`src/rtl/MemMap.sv`:
```
// MemMap: system address map constants and decode helpers shared by the
// data-side address decoder and the devices it serves.
//
// Contents:
//   CLINT_OFFSET / CLINT_END : byte-address window of the CLINT timer
//   clint_reg_e              : register selector inside the CLINT window
//   is_clint(addr)           : 1 when addr is inside the window and word aligned
//   clint_reg(addr)          : register addressed by a legal CLINT address
package MemMap;

    localparam logic [31:0] CLINT_OFFSET = 32'hF000_0000;
    localparam logic [31:0] CLINT_SIZE   = 32'h0000_0010;
    localparam logic [31:0] CLINT_END    = CLINT_OFFSET + CLINT_SIZE;

    typedef enum logic [1:0] {
        MTIME     = 2'd0,
        MTIMEH    = 2'd1,
        MTIMECMP  = 2'd2,
        MTIMECMPH = 2'd3
    } clint_reg_e;

    function automatic logic is_clint(input logic [31:0] addr);
        return (addr >= CLINT_OFFSET) && (addr < CLINT_END) && (addr[1:0] == 2'b00);
    endfunction

    // Only meaningful when is_clint(addr) holds; the window is 16 bytes and
    // word aligned, so the word index is the low offset bits [3:2].
    function automatic clint_reg_e clint_reg(input logic [31:0] addr);
        logic [1:0] word;
        word = addr[3:2] - CLINT_OFFSET[3:2];
        return clint_reg_e'(word);
    endfunction

endpackage

```
`src/rtl/clint_mtime_counter.sv`:
```
// clint_mtime_counter: prescaled 64-bit mtime counter with half-word writes.
//
// Parameters:
//   TICK_DIV  clk cycles per mtime increment (1..65535)
// Ports:
//   clk_i     clock
//   rst_i     synchronous active-high reset (mtime and prescaler to 0)
//   wr_lo_i   write wdata_i into mtime[31:0]
//   wr_hi_i   write wdata_i into mtime[63:32]
//   wdata_i   write data
//   mtime_o   current mtime register value
module clint_mtime_counter #(
    parameter int unsigned TICK_DIV = 1
) (
    input  logic        clk_i,
    input  logic        rst_i,
    input  logic        wr_lo_i,
    input  logic        wr_hi_i,
    input  logic [31:0] wdata_i,
    output logic [63:0] mtime_o
);

    localparam logic [15:0] PRESC_MAX = 16'(TICK_DIV - 1);

    logic [15:0] presc_q, presc_d;
    logic [63:0] mtime_q, mtime_d;
    logic        tick;

    always_comb begin
        tick    = (presc_q == PRESC_MAX);
        presc_d = tick ? '0 : presc_q + 16'd1;
        mtime_d = mtime_q;
        // A write owns the whole cycle: the tick is dropped, including any
        // carry into the half that is not being written. The prescaler keeps
        // running regardless.
        if (wr_lo_i || wr_hi_i) begin
            if (wr_lo_i) mtime_d[31:0]  = wdata_i;
            if (wr_hi_i) mtime_d[63:32] = wdata_i;
        end else if (tick) begin
            mtime_d = mtime_q + 64'd1;
        end
    end

    always_ff @(posedge clk_i) begin
        if (rst_i) begin
            presc_q <= '0;
            mtime_q <= '0;
        end else begin
            presc_q <= presc_d;
            mtime_q <= mtime_d;
        end
    end

    assign mtime_o = mtime_q;

endmodule

```
`src/rtl/clint_timer.sv`:
```
// clint_timer: memory-mapped CLINT timer (mtime / mtimecmp / mtip).
//
// Parameters:
//   TICK_DIV    clk cycles per mtime increment (1..65535)
// Ports:
//   clk         clock
//   reset       synchronous active-high reset
//   req_valid   request present
//   req_ready   device can accept a request (IDLE and not in reset)
//   req_addr    absolute byte address
//   req_wen     1 = write, 0 = read
//   req_wdata   write data
//   resp_valid  one-cycle response pulse, the cycle after acceptance
//   resp_error  illegal address; qualified by resp_valid
//   resp_rdata  read data (0 on error); qualified by resp_valid
//   mtip        registered mtime >= mtimecmp
module clint_timer
    import MemMap::*;
#(
    parameter int unsigned TICK_DIV = 1
) (
    input  logic        clk,
    input  logic        reset,
    input  logic        req_valid,
    output logic        req_ready,
    input  logic [31:0] req_addr,
    input  logic        req_wen,
    input  logic [31:0] req_wdata,
    output logic        resp_valid,
    output logic        resp_error,
    output logic [31:0] resp_rdata,
    output logic        mtip
);

    typedef enum logic {
        IDLE = 1'b0,
        RESP = 1'b1
    } state_e;

    state_e      state_q, state_d;
    logic        resp_error_q, resp_error_d;
    logic [31:0] resp_rdata_q, resp_rdata_d;
    logic [63:0] mtimecmp_q, mtimecmp_d;
    logic        mtip_q, mtip_d;

    logic        accept;
    logic        legal;
    clint_reg_e  reg_sel;
    logic        mtime_wr_lo, mtime_wr_hi;
    logic [63:0] mtime;

    assign req_ready = (state_q == IDLE) && !reset;

    clint_mtime_counter #(
        .TICK_DIV(TICK_DIV)
    ) u_mtime (
        .clk_i   (clk),
        .rst_i   (reset),
        .wr_lo_i (mtime_wr_lo),
        .wr_hi_i (mtime_wr_hi),
        .wdata_i (req_wdata),
        .mtime_o (mtime)
    );

    always_comb begin
        state_d      = state_q;
        resp_error_d = resp_error_q;
        resp_rdata_d = resp_rdata_q;
        mtimecmp_d   = mtimecmp_q;
        mtime_wr_lo  = 1'b0;
        mtime_wr_hi  = 1'b0;

        accept  = req_valid && req_ready;
        legal   = is_clint(req_addr);
        reg_sel = clint_reg(req_addr);

        case (state_q)
            IDLE:    if (accept) state_d = RESP;
            RESP:    state_d = IDLE;
            default: state_d = IDLE;
        endcase

        if (accept) begin
            resp_error_d = !legal;
            resp_rdata_d = '0;
            if (legal) begin
                if (!req_wen) begin
                    // Read data is the pre-edge register value.
                    case (reg_sel)
                        MTIME:     resp_rdata_d = mtime[31:0];
                        MTIMEH:    resp_rdata_d = mtime[63:32];
                        MTIMECMP:  resp_rdata_d = mtimecmp_q[31:0];
                        MTIMECMPH: resp_rdata_d = mtimecmp_q[63:32];
                        default:   resp_rdata_d = '0;
                    endcase
                end else begin
                    case (reg_sel)
                        MTIME:     mtime_wr_lo = 1'b1;
                        MTIMEH:    mtime_wr_hi = 1'b1;
                        MTIMECMP:  mtimecmp_d[31:0]  = req_wdata;
                        MTIMECMPH: mtimecmp_d[63:32] = req_wdata;
                        default:   ;
                    endcase
                end
            end
        end

        mtip_d = (mtime >= mtimecmp_q);
    end

    always_ff @(posedge clk) begin
        if (reset) begin
            state_q      <= IDLE;
            resp_error_q <= 1'b0;
            resp_rdata_q <= '0;
            mtimecmp_q   <= '1;
            mtip_q       <= 1'b0;
        end else begin
            state_q      <= state_d;
            resp_error_q <= resp_error_d;
            resp_rdata_q <= resp_rdata_d;
            mtimecmp_q   <= mtimecmp_d;
            mtip_q       <= mtip_d;
        end
    end

    assign resp_valid = (state_q == RESP);
    assign resp_error = resp_error_q;
    assign resp_rdata = resp_rdata_q;
    assign mtip       = mtip_q;

endmodule

```
`config.mk`:
```
export PLATFORM = sky130hd
export DESIGN_NAME = clint_timer
export DESIGN_NICKNAME = d
export VERILOG_FILES = /design/src/rtl/MemMap.sv /design/src/rtl/clint_mtime_counter.sv /design/src/rtl/clint_timer.sv
export SDC_FILE = /design/constraint.sdc
export NUM_CORES = 1
export LEC_CHECK = 0
export CAP_MARGIN = 0
export CORE_ASPECT_RATIO = 1.4
export CORE_UTILIZATION = 53
export CTS_CLUSTER_DIAMETER = 60
export DETAILED_ROUTE_END_ITERATION = 12
export MAX_ROUTING_LAYER = met4
export PLACE_DENSITY = 0.78
export SETUP_SLACK_MARGIN = 0.5
export SYNTH_ARGS = -nofsm -noshare
export SYNTH_HDL_FRONTEND = slang
export SYNTH_HIERARCHICAL = 1
export SYNTH_SLANG_ARGS = --single-unit
export TNS_END_PERCENT = 50
```
`constraint.sdc`:
```
create_clock -name clk -period 3.3 [get_ports clk]
set_input_delay 0.66 -clock clk [delete_from_list [all_inputs] [get_ports clk]]
set_output_delay 0.66 -clock clk [all_outputs]
set_load 0.02 [all_outputs]
```
# Yosys cells after proc, flatten, opt, wreduce, memory -nomap -nowiden
# Index checks and enable logic that the tools add are counted.
[op_classes]
add_sub_neg = 2
n_mul = 0
div_mod_pow = 0
n_lt_le_gt_ge = 3
n_eq_ne = 5
shifts = 0
n_mux = 17
bitwise_logic = 1
reduce_logical = 16
[ops]
columns = ["op", "count"]
rows = [
  ["two-way mux 32 bit", 4],
  ["two-way mux 64 bit", 2],
  ["case mux 32 bit (4 select lines)", 1],
  ["adder 64 x 1 -> 64 bit, second input constant", 1],
  ["greater-or-equal comparator 64 bit", 1],
  ["greater-or-equal comparator 32 bit, second input constant", 1],
  ["< comparator 32 bit, second input constant", 1],
  ["adder 16 x 1 -> 16 bit, second input constant", 1],
  ["zero test 16 bit", 1],
  ["two-way mux 1 bit", 9],
  ["AND reduction 4 bit", 2],
  ["equality test 2 bit, second input constant", 2],
  ["logical AND 1 bit", 4],
  ["zero test 2 bit", 2],
  ["!= test 2 x 1 -> 1 bit, second input constant", 2],
  ["AND reduction 2 bit", 2],
  ["equality test 2 x 1 -> 1 bit, second input constant", 1],
  ["zero test 1 bit", 2],
  ["case mux 1 bit (2 select lines)", 1],
  ["nonzero test 2 bit", 1],
  ["OR reduction 2 bit", 1],
  ["logical OR 1 bit", 1],
  ["NOT 1 bit", 1],
]
[totals]
reg_bits = 179
latch_bits = 0
ramBits = 0
romBits = 0
in_bits = 68
out_inout_bits = 36
elab_cells = 53
n_memories = 0

# Logic depth before layout (Yosys ltp)
# Gate-level depths: netlist of the first run.
[depth]
depth_word = 8
ltp_mapped = 15
mapped_depth_nobuf = 12

# Hierarchy
# Netlist of the first run, hierarchy kept.
[modules_own_cells]
columns = ["mod", "instances", "cells_per_inst", "area_per_inst_um2"]
rows = [
  ["clint_timer", 1, 609, 5846.9],
  ["clint_mtime_counter", 1, 682, 5036.1],
]

# Worst setup path after synthesis of the first run
# OpenSTA, ideal clock, no wires.
[synth_path]
path_kind = "input -> register"
startpoint = "input reset"
endpoint = "register u_mtime.mtime_q[13], in the netlist u_mtime/mtime_o[13]"
setup_ps = 86
arrival_time_ps = 3299
required_time_ps = 3214
path_slack_ps = -85
path_stages = 13
path_cell_list = "buf_6 > nor2_4 > nand2_2 > inv_2 > nand3_2 > nor3_4 > nor4bb_1 > inv_1 > nand2_1 > clkbuf_1 > clkbuf_1 > a21oi_1 > a211oi_1"
[synth_via]
elab_chain_cells = 7
word_cells_on_any_way = 10
cone_classes = "1 x eq/ne; 3 x mux; 6 x reduce/logical"
[synth_rtl]
columns = ["item", "line", "rtl"]
rows = [
  ["from (decl)", "clint_timer.sv:23", "input logic reset,"],
  ["zero test 1 bit (*)", "clint_timer.sv:52", "assign req_ready = (state_q == IDLE) && !reset;"],
  ["logical AND 1 bit (*)", "clint_timer.sv:52", ""],
  ["via req_ready", "clint_timer.sv:25", "output logic req_ready,"],
  ["logical AND 1 bit (*)", "clint_timer.sv:73", "accept = req_valid && req_ready;"],
  ["two-way mux 1 bit (*)", "clint_timer.sv:83", "if (accept) begin"],
  ["via mtime_wr_lo", "clint_timer.sv:49", "logic mtime_wr_lo, mtime_wr_hi;"],
  ["logical OR 1 bit", "clint_mtime_counter.sv:36", "if (wr_lo_i || wr_hi_i) begin"],
  ["!= test 2 x 1 -> 1 bit (no line) or nonzero test 2 bit (tied branches)", "n/a", ""],
  ["AND reduction 2 bit (no line)", "n/a", ""],
  ["to (signal assigned)", "clint_mtime_counter.sv:50", "mtime_q <= mtime_d;"],
  ["to (decl)", "clint_mtime_counter.sv:26", "logic [63:0] mtime_q, mtime_d;"],
]
# Mark *: on every way through the listed nets, which the timed path passes. The rest lies on a longest branch.
# A chain may end at the register's enable or synchronous reset.

# Final worst setup path of the first run
[layout_path]
startpoint = "input req_addr[4]"
endpoint = "register u_mtime.mtime_q[51], in the netlist u_mtime/mtime_o[51]"
[layout_via]
elab_chain_cells = 8
word_cells_on_any_way = 13
cone_classes = "2 x order compare; 1 x eq/ne; 5 x mux; 5 x reduce/logical"
[layout_rtl]
columns = ["item", "line", "rtl"]
rows = [
  ["from (decl)", "clint_timer.sv:26", "input logic [31:0] req_addr,"],
  ["greater-or-equal comparator 32 bit or < comparator 32 bit (tied branches)", "MemMap.sv:23", "return (addr >= CLINT_OFFSET) && (addr < CLINT_END) && (addr[1:0] == 2'b00);"],
  ["logical AND 1 bit (*) (2 in series)", "MemMap.sv:23", ""],
  ["two-way mux 1 bit (*)", "clint_timer.sv:86", "if (legal) begin"],
  ["two-way mux 1 bit (*)", "clint_timer.sv:83", ""],
  ["via mtime_wr_hi", "clint_timer.sv:49", ""],
  ["logical OR 1 bit", "clint_mtime_counter.sv:36", ""],
  ["!= test 2 x 1 -> 1 bit (no line) or nonzero test 2 bit (tied branches)", "n/a", ""],
  ["AND reduction 2 bit (no line)", "n/a", ""],
]
# Marks and branches as above.

==> results of run 1 <==
==> through the flow <==
step	std cells	hold WS [ps]	util
after global placement	1627	468	0.623
after detailed placement	1627	470	0.623
after CTS	1662	481	0.658
after global routing	1674	491	0.673
after floorplan	1291	453	-
final	1674	483	0.673
==> path summary, 6_finish.rpt <==
| check | from | to | slack (ps) | cells after the start |
|---|---|---|---|---|
| worst max register to register | u_mtime/mtime_o[1] | u_mtime/mtime_o[36] | 610 | 7 |
| worst min register to register | resp_error | resp_error | 480 | 2 |
| worst max-delay path | req_addr[4] | u_mtime/mtime_o[51] | 530 | 10 |
| worst min-delay path | resp_error | resp_error | 480 | 2 |
==> timing repair <==
item	in CTS	in global routing
setup endpoints to repair	46	65
gates resized for setup	7	62
cloned	0	2
buffers inserted	3	10
pin swaps	5	20
==> kinds of logic (layout without fill, tap and decap cells) <==
group,count (synthesis),after routing,share of synthesized area
fa+ha+maj,67,67,0.0770
xor+xnor,15,15,0.0121
mux,39,39,0.0729
compound gates,334,334,0.212
buf+inv,163,294,0.0638
simple gates,494,494,0.233
flops,179,179,0.329
==> routing by layer <==
| metal | GRT usage | wire length, µm | vias to the layer above |
|---|---|---|---|
| met5 | - | 0 | - |
| met4 | 0.204 | 2030 | 0 |
| met3 | 0.0378 | 2580 | 146 |
| met2 | 0.585 | 17800 | 563 |
| met1 | 0.403 | 13600 | 5294 |
| li1 | - | - | 5058 |
==> power breakdown <==
group	internal, mW	switching (mW)	leakage, nW
sequential	2.16	0.00647	1.45
clock	1.32	0.909	0.316
combinational	0.125	0.143	3.81
total	3.61	1.06	5.57
==> layout make-up <==
type                    count  area [µm²]
multi-input cells         949        6800
fillers                  1646        6540
flip-flops and latches    179        3580
repair buffers            179        1800
clock buffers              23         508
well taps                 252         315
inverters                  83         312
clock inverters             9         141
==> flip-flops by register name, summed over array words and instances (netlist names) <==
| register | count |
|---|---|
| resp_valid | 1 |
| mtimecmp_q | 64 |
| resp_rdata | 32 |
| resp_error | 1 |
| mtip | 1 |
| u_mtime/mtime_o | 64 |
| u_mtime/presc_q | 16 |
==> worst reg2reg max path: stages (launching register included) <==
cell                        delay, ps
sky130_fd_sc_hd__dfxtp_1          450
sky130_fd_sc_hd__ha_1             250
sky130_fd_sc_hd__nand3_1          270
sky130_fd_sc_hd__nor2_1           380
sky130_fd_sc_hd__nand4_1          450
sky130_fd_sc_hd__o21ai_0          300
sky130_fd_sc_hd__a21oi_1          110
sky130_fd_sc_hd__a2111oi_2        370
==> cells in the final DEF (no fill, tap or decap), types with 14 or more instances in the layout <==
cell and n:
sky130_fd_sc_hd__dfxtp_1 179, sky130_fd_sc_hd__nor2_1 177, sky130_fd_sc_hd__nand2_1 82, sky130_fd_sc_hd__inv_1 80
sky130_fd_sc_hd__clkdlybuf4s50_1 78, sky130_fd_sc_hd__a21oi_1 73, sky130_fd_sc_hd__a211o_1 67, sky130_fd_sc_hd__ha_1 67
sky130_fd_sc_hd__buf_4 56, sky130_fd_sc_hd__a22oi_1 50, sky130_fd_sc_hd__nand3_1 50, sky130_fd_sc_hd__o21ai_0 40
sky130_fd_sc_hd__nand4_1 39, sky130_fd_sc_hd__mux4_2 32, sky130_fd_sc_hd__nor3_1 23, sky130_fd_sc_hd__dlymetal6s2s_1 22
sky130_fd_sc_hd__and4_1 18, sky130_fd_sc_hd__clkbuf_16 17, sky130_fd_sc_hd__nor4_1 16, sky130_fd_sc_hd__a31oi_1 16
sky130_fd_sc_hd__and3_1 14
==> impl_summary.txt, run 1 <==
----------------------------------------------------
[Clock network]
  Number of H-tree branching levels ... 4
  TritonCTS clock tree ... built
  Largest buffer count on any clock path ... 2
  CTS clk-pin slew, worst paths ... 70 ps
  Buffer cell driving the clock tree root ... sky130_fd_sc_hd__clkbuf_16
  Clock latency of the later-clocked register in the worst-skew pair ... 440 ps
  Clock sink count ... 179
  Clock buffer count from CTS ... 17
  Number of buffers inserted by hold repair at cts ... 0

[Worst setup path]
  Chain of cells forming the critical path ... clkdlybuf4s50_1 -> nor2_1 -> nand2_1 -> nor3_4 -> and4b_2 -> buf_6 -> buf_4 -> or3_1 -> or4_1 -> nand3_1
  Type of destination of the critical path ... flop
  Launching element type of the critical path ... primary input
  Required time worst endpoint ... 3670 ps
  Startpoint-to-endpoint class of the critical path ... in -> reg
  Data arrival time of the worst path ... 3140 ps
  Family with the most delay on the worst path ... simple AND/OR/NAND/NOR gates
  Total buffers and inverters traversed by the critical path ... 3
  Largest driver fanout on the critical path ... 6
  Max incr delay on CP ... 570 ps
  Slowest library cell on the worst path ... sky130_fd_sc_hd__or4_1

[STA]
  RSZ-0062 raised after global routing ... false
  Final total negative setup slack ... 0 ps
  Worst slew slack as a fraction of its limit ... 0.456
  Clock skew after layout ... 8.26 ps
  Final hold violations ... 0
  Shortest clock period the worst path allows after layout ... 2770 ps
  Maximum clock frequency ... 361 MHz
  Final setup margin ... 531 ps
  Tightest Pin Transition ... 816 ps
  Final cycle utilization of the critical path ... 0.839
  Number of max-slew violations in the final report ... 0
  Endpoints failing setup ... 0

[Final layout]
  Final std cell area, no fill ... 13500 µm²
  Antenna fix cells ... 0
  Synthesis-to-finish area growth ... 23.7%
  Fraction of layout instances using a drive strength above 1 ... 0.136
  Post-layout net count ... 1544

[Yosys]
  Total standard cell area after synthesis ... 10900 µm²
  Area share of the largest cell type after synthesis ... 0.329
  Commonest register cell after synthesis ... sky130_fd_sc_hd__dfxtp_1
  Library cell with the highest instance count after synthesis ... sky130_fd_sc_hd__dfxtp_1
  Mean instance size in the synthesized netlist ... 8.43 µm²
  Top cells by area in the synthesized netlist ... sky130_fd_sc_hd__dfxtp_1 33%, sky130_fd_sc_hd__ha_1 7.7%, sky130_fd_sc_hd__mux4_2 6.6%
  Total nets after synthesis ... 1426
  Sequential share of the synthesized area ... 0.329
  Number of warnings reported in the yosys synthesis log ... 6
  Proportion of synthesized flip-flops having asynchronous set or reset ... 0
  Number of instances in the synthesized netlist ... 1291
  Most used standard cells in the synthesized netlist ... 179 x sky130_fd_sc_hd__dfxtp_1, 178 x sky130_fd_sc_hd__nor2_1, 85 x sky130_fd_sc_hd__nand2_1
  Register bit count reported by yosys ... 179
  Cell accounting for the most synthesized area ... sky130_fd_sc_hd__dfxtp_1
  Post-synthesis cell type count ... 73
  Post-synth EDFFs ... 0

[Placement]
  Estimated wirelength of the detail-placed design ... 25.7 mm
  Placement Setup Slack ... -94.0 ps
  Gpl congestion ... 0.964
  Placed inst area ... 12500 µm²
  Quantity of I/O buffers inserted on ports ... 103

[Floorplan]
  Overall die area ... 21100 µm²
  Total number of placement rows ... 61
  Initial cell density of the core ... 0.544
  Die height ... 172 µm
  Die width ... 123 µm
  Floorplan core area ... 20000 µm²
  Number of placed I/O pins ... 104

[Power]
  Overall Power ... 4.67 mW
  PwrDens ... 347 nW/µm²
  Maximum vdd ir drop ... 0.000350 V
  Static leakage ... 5.57 nW

[Detailed routing]
  Detailed-route wire length per cell ... 21.5 µm
  First-pass DRT Iterations ... 6
  Antenna violation net count after detailed routing ... 0
  Iter 0 DRT Violations ... 1067
  DRT Wirelength ... 36.0 mm
  Mean number of vias per cell ... 6.61
  Detailed-route via count ... 11100
  Drc violations ... 0

[Worst hold path]
  HP Class ... reg -> reg

[Global route]
  Global-route usage over all layers ... 0.350
  Wire length of the first global-routing pass ... 55.0 mm
  Vias in the first global route ... 10400
  Initial antenna violation count ... 0
  Maximum number of pins on one net before global-route repair ... 169
  Global-route congestion overflow total ... 0

[Status]
  Result of the run ... complete, no violations

[Run]
  Max-Cap Viols ... 0

----------------------------------------------------
No activity file was read; power rests on OpenSTA's default activity.
==> inputs of run 2 (changes only) <==
--- a/config.mk
+++ b/config.mk
@@ -7,11 +7,11 @@
 export LEC_CHECK = 0
 export CAP_MARGIN = 0
 export CORE_ASPECT_RATIO = 1.4
-export CORE_UTILIZATION = 53
+export CORE_UTILIZATION = 58
 export CTS_CLUSTER_DIAMETER = 60
 export DETAILED_ROUTE_END_ITERATION = 12
 export MAX_ROUTING_LAYER = met4
-export PLACE_DENSITY = 0.78
+export PLACE_DENSITY = 0.81
 export SETUP_SLACK_MARGIN = 0.5
 export SYNTH_ARGS = -nofsm -noshare
 export SYNTH_HDL_FRONTEND = slang
==> constraint.sdc (replaced) <==
create_clock -name clk -period 2.71 [get_ports clk]
set_input_delay 0.542 -clock clk [delete_from_list [all_inputs] [get_ports clk]]
set_output_delay 0.542 -clock clk [all_outputs]
set_load 0.02 [all_outputs]
==> impl_summary.txt, run 2 (same netlist as run 1, synthesis figures left out) <==
----------------------------------------------------
[Detailed routing]
  Detailed-route via count ... 12700 (was 11100)
  DRT Wirelength ... 44.5 mm (was 36.0 mm)
  Drc violations ... 0 (unchanged)
  First-pass DRT Iterations ... 8 (was 6)
  Iter 0 DRT Violations ... 1902 (was 1067)
  Detailed-route wire length per cell ... 24.5 µm (was 21.5 µm)
  Mean number of vias per cell ... 6.98 (was 6.61)
  Antenna violation net count after detailed routing ... 0 (unchanged)

[Worst hold path]
  HP Class ... in -> reg (was reg -> reg)

[STA]
  Number of max-slew violations in the final report ... 0 (unchanged)
  Shortest clock period the worst path allows after layout ... 2600 ps
  Maximum clock frequency ... 385 MHz
  RSZ-0062 raised after global routing ... true (was false)
  Final hold violations ... 0 (unchanged)
  Tightest Pin Transition ... 829 ps (was 816 ps)
  Final total negative setup slack ... 0 ps (unchanged)
  Clock skew after layout ... 7.55 ps (was 8.26 ps)
  Worst slew slack as a fraction of its limit ... 0.448 (was 0.456)
  Endpoints failing setup ... 0 (unchanged)
  Final cycle utilization of the critical path ... 0.958

[Clock network]
  CTS clk-pin slew, worst paths ... 70 ps (about the same)
  TritonCTS clock tree ... built (unchanged)
  Clock latency of the later-clocked register in the worst-skew pair ... 450 ps (was 440 ps)
  Buffer cell driving the clock tree root ... sky130_fd_sc_hd__clkbuf_16 (unchanged)
  Number of H-tree branching levels ... 4 (unchanged)
  Clock buffer count from CTS ... 17 (unchanged)
  Clock sink count ... 179 (unchanged)
  Largest buffer count on any clock path ... 2 (unchanged)
  Number of buffers inserted by hold repair at cts ... 0 (unchanged)

[Global route]
  Global-route usage over all layers ... 0.424 (was 0.350)
  Wire length of the first global-routing pass ... 61.7 mm (was 55.0 mm)
  Initial antenna violation count ... 2 (was 0)
  Vias in the first global route ... 11600 (was 10400)
  Maximum number of pins on one net before global-route repair ... 168 (was 169)
  Global-route congestion overflow total ... 0 (unchanged)

[Power]
  Maximum vdd ir drop ... 0.000427 V (was 0.000350 V)
  Internal power of the cells ... 4.15 mW (was 3.61 mW)
  Portion of total power attributed to sequential cells ... 0.473 (was 0.465)
  Power share of the combinational group ... 0.065 (was 0.058)
  Overall Power ... 5.58 mW (was 4.67 mW)
  P_sw ... 1.43 mW (was 1.06 mW)
  Net switching share of the total power ... 0.256 (was 0.227)
  Clock power frac ... 0.461 (was 0.478)
  PwrDens ... 369 nW/µm² (was 347 nW/µm²)
  Static leakage ... 6.27 nW (was 5.57 nW)

[Run]
  Max-Cap Viols ... 0 (unchanged)

[Floorplan]
  Overall die area ... 19300 µm² (was 21100 µm²)
  Die width ... 118 µm (was 123 µm)
  Total number of placement rows ... 58 (was 61)
  Initial cell density of the core ... 0.600 (was 0.544)
  Die height ... 164 µm (was 172 µm)
  Floorplan core area ... 18100 µm² (was 20000 µm²)
  Number of placed I/O pins ... 104 (unchanged)

[Worst setup path]
  Crit Reg-Reg Endpoint ... mtip (was u_mtime/mtime_o[36])
  Largest driver fanout on the critical path ... 2 (was 6)
  R2R setup slack ... 110 ps (was 610 ps)
  Critical path endpoint ... mtip (was u_mtime/mtime_o[51])
  Type of destination of the critical path ... flop (unchanged)
  Launching element type of the critical path ... flop (was primary input)
  Required time worst endpoint ... 3080 ps (was 3670 ps)
  Worst Setup SP ... mtimecmp_q[60] (was req_addr[4])
  R2R depth ... 9 (was 7)
  Reg2Reg Launch Point ... mtimecmp_q[60] (was u_mtime/mtime_o[1])
  Data arrival time of the worst path ... 2970 ps (was 3140 ps)
  Startpoint-to-endpoint class of the critical path ... reg -> reg (was in -> reg)

[Final layout]
  Fraction of layout instances using a drive strength above 1 ... 0.279 (was 0.136)
  Post-layout net count ... 1692 (was 1544)
  Most common cell after layout, fill and taps aside ... sky130_fd_sc_hd__buf_4 (was sky130_fd_sc_hd__dfxtp_1)
  Post-Layout Cell Count ... 1812 (was 1674)
  Commonest cells after routing, fill and taps aside ... 170 x sky130_fd_sc_hd__buf_4, 168 x sky130_fd_sc_hd__nor2_1, 163 x sky130_fd_sc_hd__dfxtp_1 (was 179 x sky130_fd_sc_hd__dfxtp_1, 177 x sky130_fd_sc_hd__nor2_1, 82 x sky130_fd_sc_hd__nand2_1)
  Synthesis-to-finish area growth ... 38.9% (was 23.7%)

[Placement]
  Number of cells in the design after placement ... 1703 (was 1627)
  Estimated wirelength of the detail-placed design ... 27.0 mm (was 25.7 mm)
  Quantity of I/O buffers inserted on ports ... 103 (unchanged)
  Gpl congestion ... 1.04 (was 0.964)

[Status]
  Result of the run ... complete, no violations (unchanged)

----------------------------------------------------
[run 2: changes by cell type in the layout (fill, tap and decap cells not counted), sizes merged, moves of 4 or more]
| cell | before | now |
|---|---|---|
| clkbuf | 23 | 27 |
| buf | 79 | 239 |
| dlygate4sd2 | 0 | 4 |
| clkdlybuf4s50 | 78 | 69 |
| dlymetal6s2s | 22 | 0 |
| inv | 84 | 90 |
| clkdlybuf4s15 | 0 | 5 |
[run 2: area by class of cell]
class                   count  area [µm²]
flip-flops and latches    179        3610
repair buffers            326        3130
fillers                  1082        3020
diodes                      2        5.00
multi-input cells         950        7160
inverters                  83         328
clock buffers              19         453
well taps                 240         300
clock inverters            13         138
[run 2: per-layer routing]
layer,vias to the layer above,routed length [µm],global-route usage
li1,5362,-,-
met1,5882,14800,0.457
met2,1002,20500,0.715
met3,408,4680,0.0656
met4,0,4450,0.302
met5,-,0,-
[run 2: what timing repair did]
| action | in CTS | in global routing |
|---|---|---|
| gates resized for setup | 190 | 82 |
| cloned | 2 | 9 |
| endpoints found under the setup margin | 129 | 101 |
| pin swaps | 48 | 33 |
| setup buffers | 32 | 32 |
[run 2: worst min-delay path by stage]
stage	start	endpoint	slack, ps	cells past startpoint
3_3_place_gp	resp_error	resp_error	450	2
6_report	reset	resp_valid	410	4
3_5_place_dp	resp_error	resp_error	460	2
4_1_cts	reset	resp_valid	390	4
5_1_grt	reset	resp_valid	410	4
2_1_floorplan	u_mtime/presc_q[0]	u_mtime/presc_q[0]	450	1
[run 2: power groups by stage]
stage	Combinational, mW	Clock, mW	Sequential (mW)
4_1_cts	0.337	2.56	2.64
3_3_place_gp	0.336	0	2.70
3_5_place_dp	0.336	0	2.70
6_report	0.364	2.57	2.64
5_1_grt	0.376	2.67	2.64
2_1_floorplan	0.138	0	2.71
[run 2: worst max-delay path, stage by stage, from the launching register on]
cell	delay (ps)
sky130_fd_sc_hd__dfxtp_1	350
sky130_fd_sc_hd__inv_1	90
sky130_fd_sc_hd__ha_1	290
sky130_fd_sc_hd__nand4_1	370
sky130_fd_sc_hd__or4_4	720
sky130_fd_sc_hd__nor4_2	160
sky130_fd_sc_hd__buf_4	190
sky130_fd_sc_hd__a21oi_1	70
sky130_fd_sc_hd__o221a_2	150
sky130_fd_sc_hd__o22ai_1	120
[run 2: per-stage QoR]
step           hold slack [ps]  setup slack, ps   util  area (µm²)
5_1_grt                    415              102  0.833       15100
4_1_cts                    393              353  0.793       14400
3_3_place_gp               454             -607  0.727       13200
3_5_place_dp               455             -726  0.727       13200
6_report                   406              115  0.833       15100
2_1_floorplan              453              127      -       11000
==> inputs of run 3 (changes only) <==
--- a/config.mk
+++ b/config.mk
@@ -12,7 +12,7 @@
 export DETAILED_ROUTE_END_ITERATION = 12
 export MAX_ROUTING_LAYER = met4
 export PLACE_DENSITY = 0.81
-export SETUP_SLACK_MARGIN = 0.5
+export SETUP_SLACK_MARGIN = 0.2
 export SYNTH_ARGS = -nofsm -noshare
 export SYNTH_HDL_FRONTEND = slang
 export SYNTH_HIERARCHICAL = 1
==> impl_summary.txt, run 3 (same netlist as run 1, synthesis figures left out) <==
----------------------------------------------------
[Worst setup path]
  Cell repeated most along the worst path ... sky130_fd_sc_hd__buf_4
  Type of destination of the critical path ... flop (unchanged)
  Max incr delay on CP ... 470 ps (was 720 ps)
  Required time worst endpoint ... 3070 ps (was 3080 ps)
  Startpoint-to-endpoint class of the critical path ... in -> reg (was reg -> reg)
  Chain of cells forming the critical path ... clkdlybuf4s50_1 -> nor2_2 -> nand2_2 -> nor3_4 -> buf_6 -> and4b_2 -> buf_4 -> buf_4 -> nor2_4 -> nand2_4 -> buf_4 -> or3_1 -> a31oi_1 (was inv_1 -> ha_1 -> nand4_1 -> or4_4 -> nor4_2 -> buf_4 -> a21oi_1 -> o221a_2 -> o22ai_1)
  Data arrival time of the worst path ... 2950 ps (was 2970 ps)
  Largest driver fanout on the critical path ... 6 (was 2)
  Slowest library cell on the worst path ... sky130_fd_sc_hd__clkdlybuf4s50_1 (was sky130_fd_sc_hd__or4_4)
  Launching element type of the critical path ... primary input (was flop)

[Power]
  Maximum vdd ir drop ... 0.000396 V (was 0.000427 V)
  PwrDens ... 387 nW/µm² (was 369 nW/µm²)
  Overall Power ... 5.45 mW (was 5.58 mW)
  Static leakage ... 5.91 nW (was 6.27 nW)

[Placement]
  Estimated wirelength of the detail-placed design ... 26.9 mm (was 27.0 mm)
  Quantity of I/O buffers inserted on ports ... 103 (unchanged)
  Gpl congestion ... 1.06 (was 1.04)

[STA]
  Maximum clock frequency ... 385 MHz (about the same)
  Endpoints failing setup ... 0 (unchanged)
  Clock skew after layout ... 12.1 ps (was 7.55 ps)
  RSZ-0062 raised after global routing ... true (unchanged)
  Final cycle utilization of the critical path ... 0.957 (was 0.958)
  Number of max-slew violations in the final report ... 0 (unchanged)
  Shortest clock period the worst path allows after layout ... 2590 ps (was 2600 ps)
  Worst slew slack as a fraction of its limit ... 0.526 (was 0.448)
  Final hold violations ... 0 (unchanged)
  Tightest Pin Transition ... 711 ps (was 829 ps)

[Global route]
  Global-route usage over all layers ... 0.403 (was 0.424)
  Initial antenna violation count ... 0 (was 2)
  Global-route layer with the greatest usage ... met2 (unchanged)
  Met3 Resource Use GR ... 0.0698 (was 0.0656)
  Vias in the first global route ... 11100 (was 11600)
  Met1 track demand over resource in global routing ... 0.451 (was 0.457)
  Wire length of the first global-routing pass ... 59.0 mm (was 61.7 mm)
  Global-route met2 utilization ... 0.671 (was 0.715)
  Global-route congestion overflow total ... 0 (unchanged)
  Maximum number of pins on one net before global-route repair ... 109 (was 168)

[Clock network]
  Number of buffers inserted by hold repair at cts ... 0 (unchanged)
  Buffer cell driving the clock tree root ... sky130_fd_sc_hd__clkbuf_16 (unchanged)
  Number of H-tree branching levels ... 4 (unchanged)
  CTS clk-pin slew, worst paths ... 70 ps (about the same)
  Clock latency of the later-clocked register in the worst-skew pair ... 440 ps (was 450 ps)
  Clock sink count ... 179 (unchanged)
  Largest buffer count on any clock path ... 2 (unchanged)
  TritonCTS clock tree ... built (unchanged)
  Clock buffer count from CTS ... 17 (unchanged)

[Floorplan]
  Floorplan core area ... 18100 µm² (unchanged)
  Die width ... 118 µm (unchanged)
  Number of placed I/O pins ... 104 (unchanged)
  Overall die area ... 19300 µm² (unchanged)
  Initial cell density of the core ... 0.600 (unchanged)
  Total number of placement rows ... 58 (unchanged)
  Die height ... 164 µm (unchanged)

[Detailed routing]
  Drc violations ... 0 (unchanged)
  Mean number of vias per cell ... 6.73 (was 6.98)
  Antenna violation net count after detailed routing ... 0 (unchanged)
  DRT Wirelength ... 38.9 mm (was 44.5 mm)
  Iter 0 DRT Violations ... 1569 (was 1902)
  Detailed-route via count ... 11800 (was 12700)
  Detailed-route wire length per cell ... 22.1 µm (was 24.5 µm)
  First-pass DRT Iterations ... 6 (was 8)

[Final layout]
  Fraction of layout instances using a drive strength above 1 ... 0.207 (was 0.279)
  Commonest cells after routing, fill and taps aside ... 178 x sky130_fd_sc_hd__dfxtp_1, 174 x sky130_fd_sc_hd__nor2_1, 152 x sky130_fd_sc_hd__buf_4 (was 170 x sky130_fd_sc_hd__buf_4, 168 x sky130_fd_sc_hd__nor2_1, 163 x sky130_fd_sc_hd__dfxtp_1)
  Post-layout net count ... 1641 (was 1692)
  Antenna fix cells ... 0 (was 2)
  Core utilization of the finished layout ... 0.777 (was 0.833)
  Most common cell after layout, fill and taps aside ... sky130_fd_sc_hd__dfxtp_1 (was sky130_fd_sc_hd__buf_4)
  Synthesis-to-finish area growth ... 29.6% (was 38.9%)

[Status]
  Result of the run ... complete, no violations (unchanged)

[Run]
  Max-Cap Viols ... 0 (unchanged)

[Worst hold path]
  HP Class ... in -> reg (unchanged)

----------------------------------------------------
-- run 3: cell count changes in the layout (fill, tap and decap cells not counted), sizes merged --
cell,previous run,this run
dlymetal6s2s,0,1
dlygate4sd2,4,3
inv,90,93
clkdlybuf4s50,69,70
clkbuf,27,31
buf,239,178
o21ai,45,44
diode,2,0
clkdlybuf4s15,5,11
bufbuf,1,0
bufinv,2,0
-- run 3: power by group --
group | internal (mW) | leakage, nW | switching (mW)
Clock | 1.25 | 0.278 | 1.22
Combinational | 0.154 | 4.19 | 0.188
Sequential | 2.63 | 1.45 | 0.00541
-- run 3: path summary, 6_finish.rpt --
path / startpoint / slack (ps) / depth (start not counted) / to
worst min-delay path: reset / 420 / 4 / resp_valid
worst max-delay path: req_addr[4] / 120 / 13 / u_mtime/mtime_o[63]
worst min register to register: resp_error / 490 / 2 / resp_error
worst max register to register: resp_valid / 190 / 14 / u_mtime/mtime_o[63]
-- run 3: repair_timing --
item | 4_1_cts | 5_1_grt
gates cloned | 0 | 1
setup buffers | 10 | 17
resized for setup | 66 | 66
pin swaps | 17 | 33
endpoints found under the setup margin | 65 | 62
-- run 3: cell type report --
class                      count  area (µm²)
sequential                   179        3580
fill                        1308        4040
multi-input combinational    949        6870
tap                          240         300
timing repair buffer         276        2460
inverter                      83         314
clock inverter                14         133
clock buffer                  18         439
-- run 3: stage by stage --
step                      cell area, µm²  hold WS (ps)  cells  setup WS (ps)  TNS (ps)
after detailed placement           13100           471   1699           -507    -38320
final                              14100           424   1759            115         0
after floorplan                    11000           453   1291            126         0
after global placement             13100           457   1699           -428    -32800
after CTS                          13800           410   1741            170         0
after global routing               14100           424   1759           80.8         0
-- run 3: routing by layer --
layer	share of wire	wire length, µm
met2	0.48	18800
met1	0.37	14200
met3	0.087	3380
met5	0	0
met4	0.065	2540
-- run 3: critical path: cells and delay by family --
family / cells / cell delay (ps)
buffers and inverters: 5 / 1080
AOI/OAI and AO/OA: 1 / 200
and+or+nand+nor: 7 / 1120
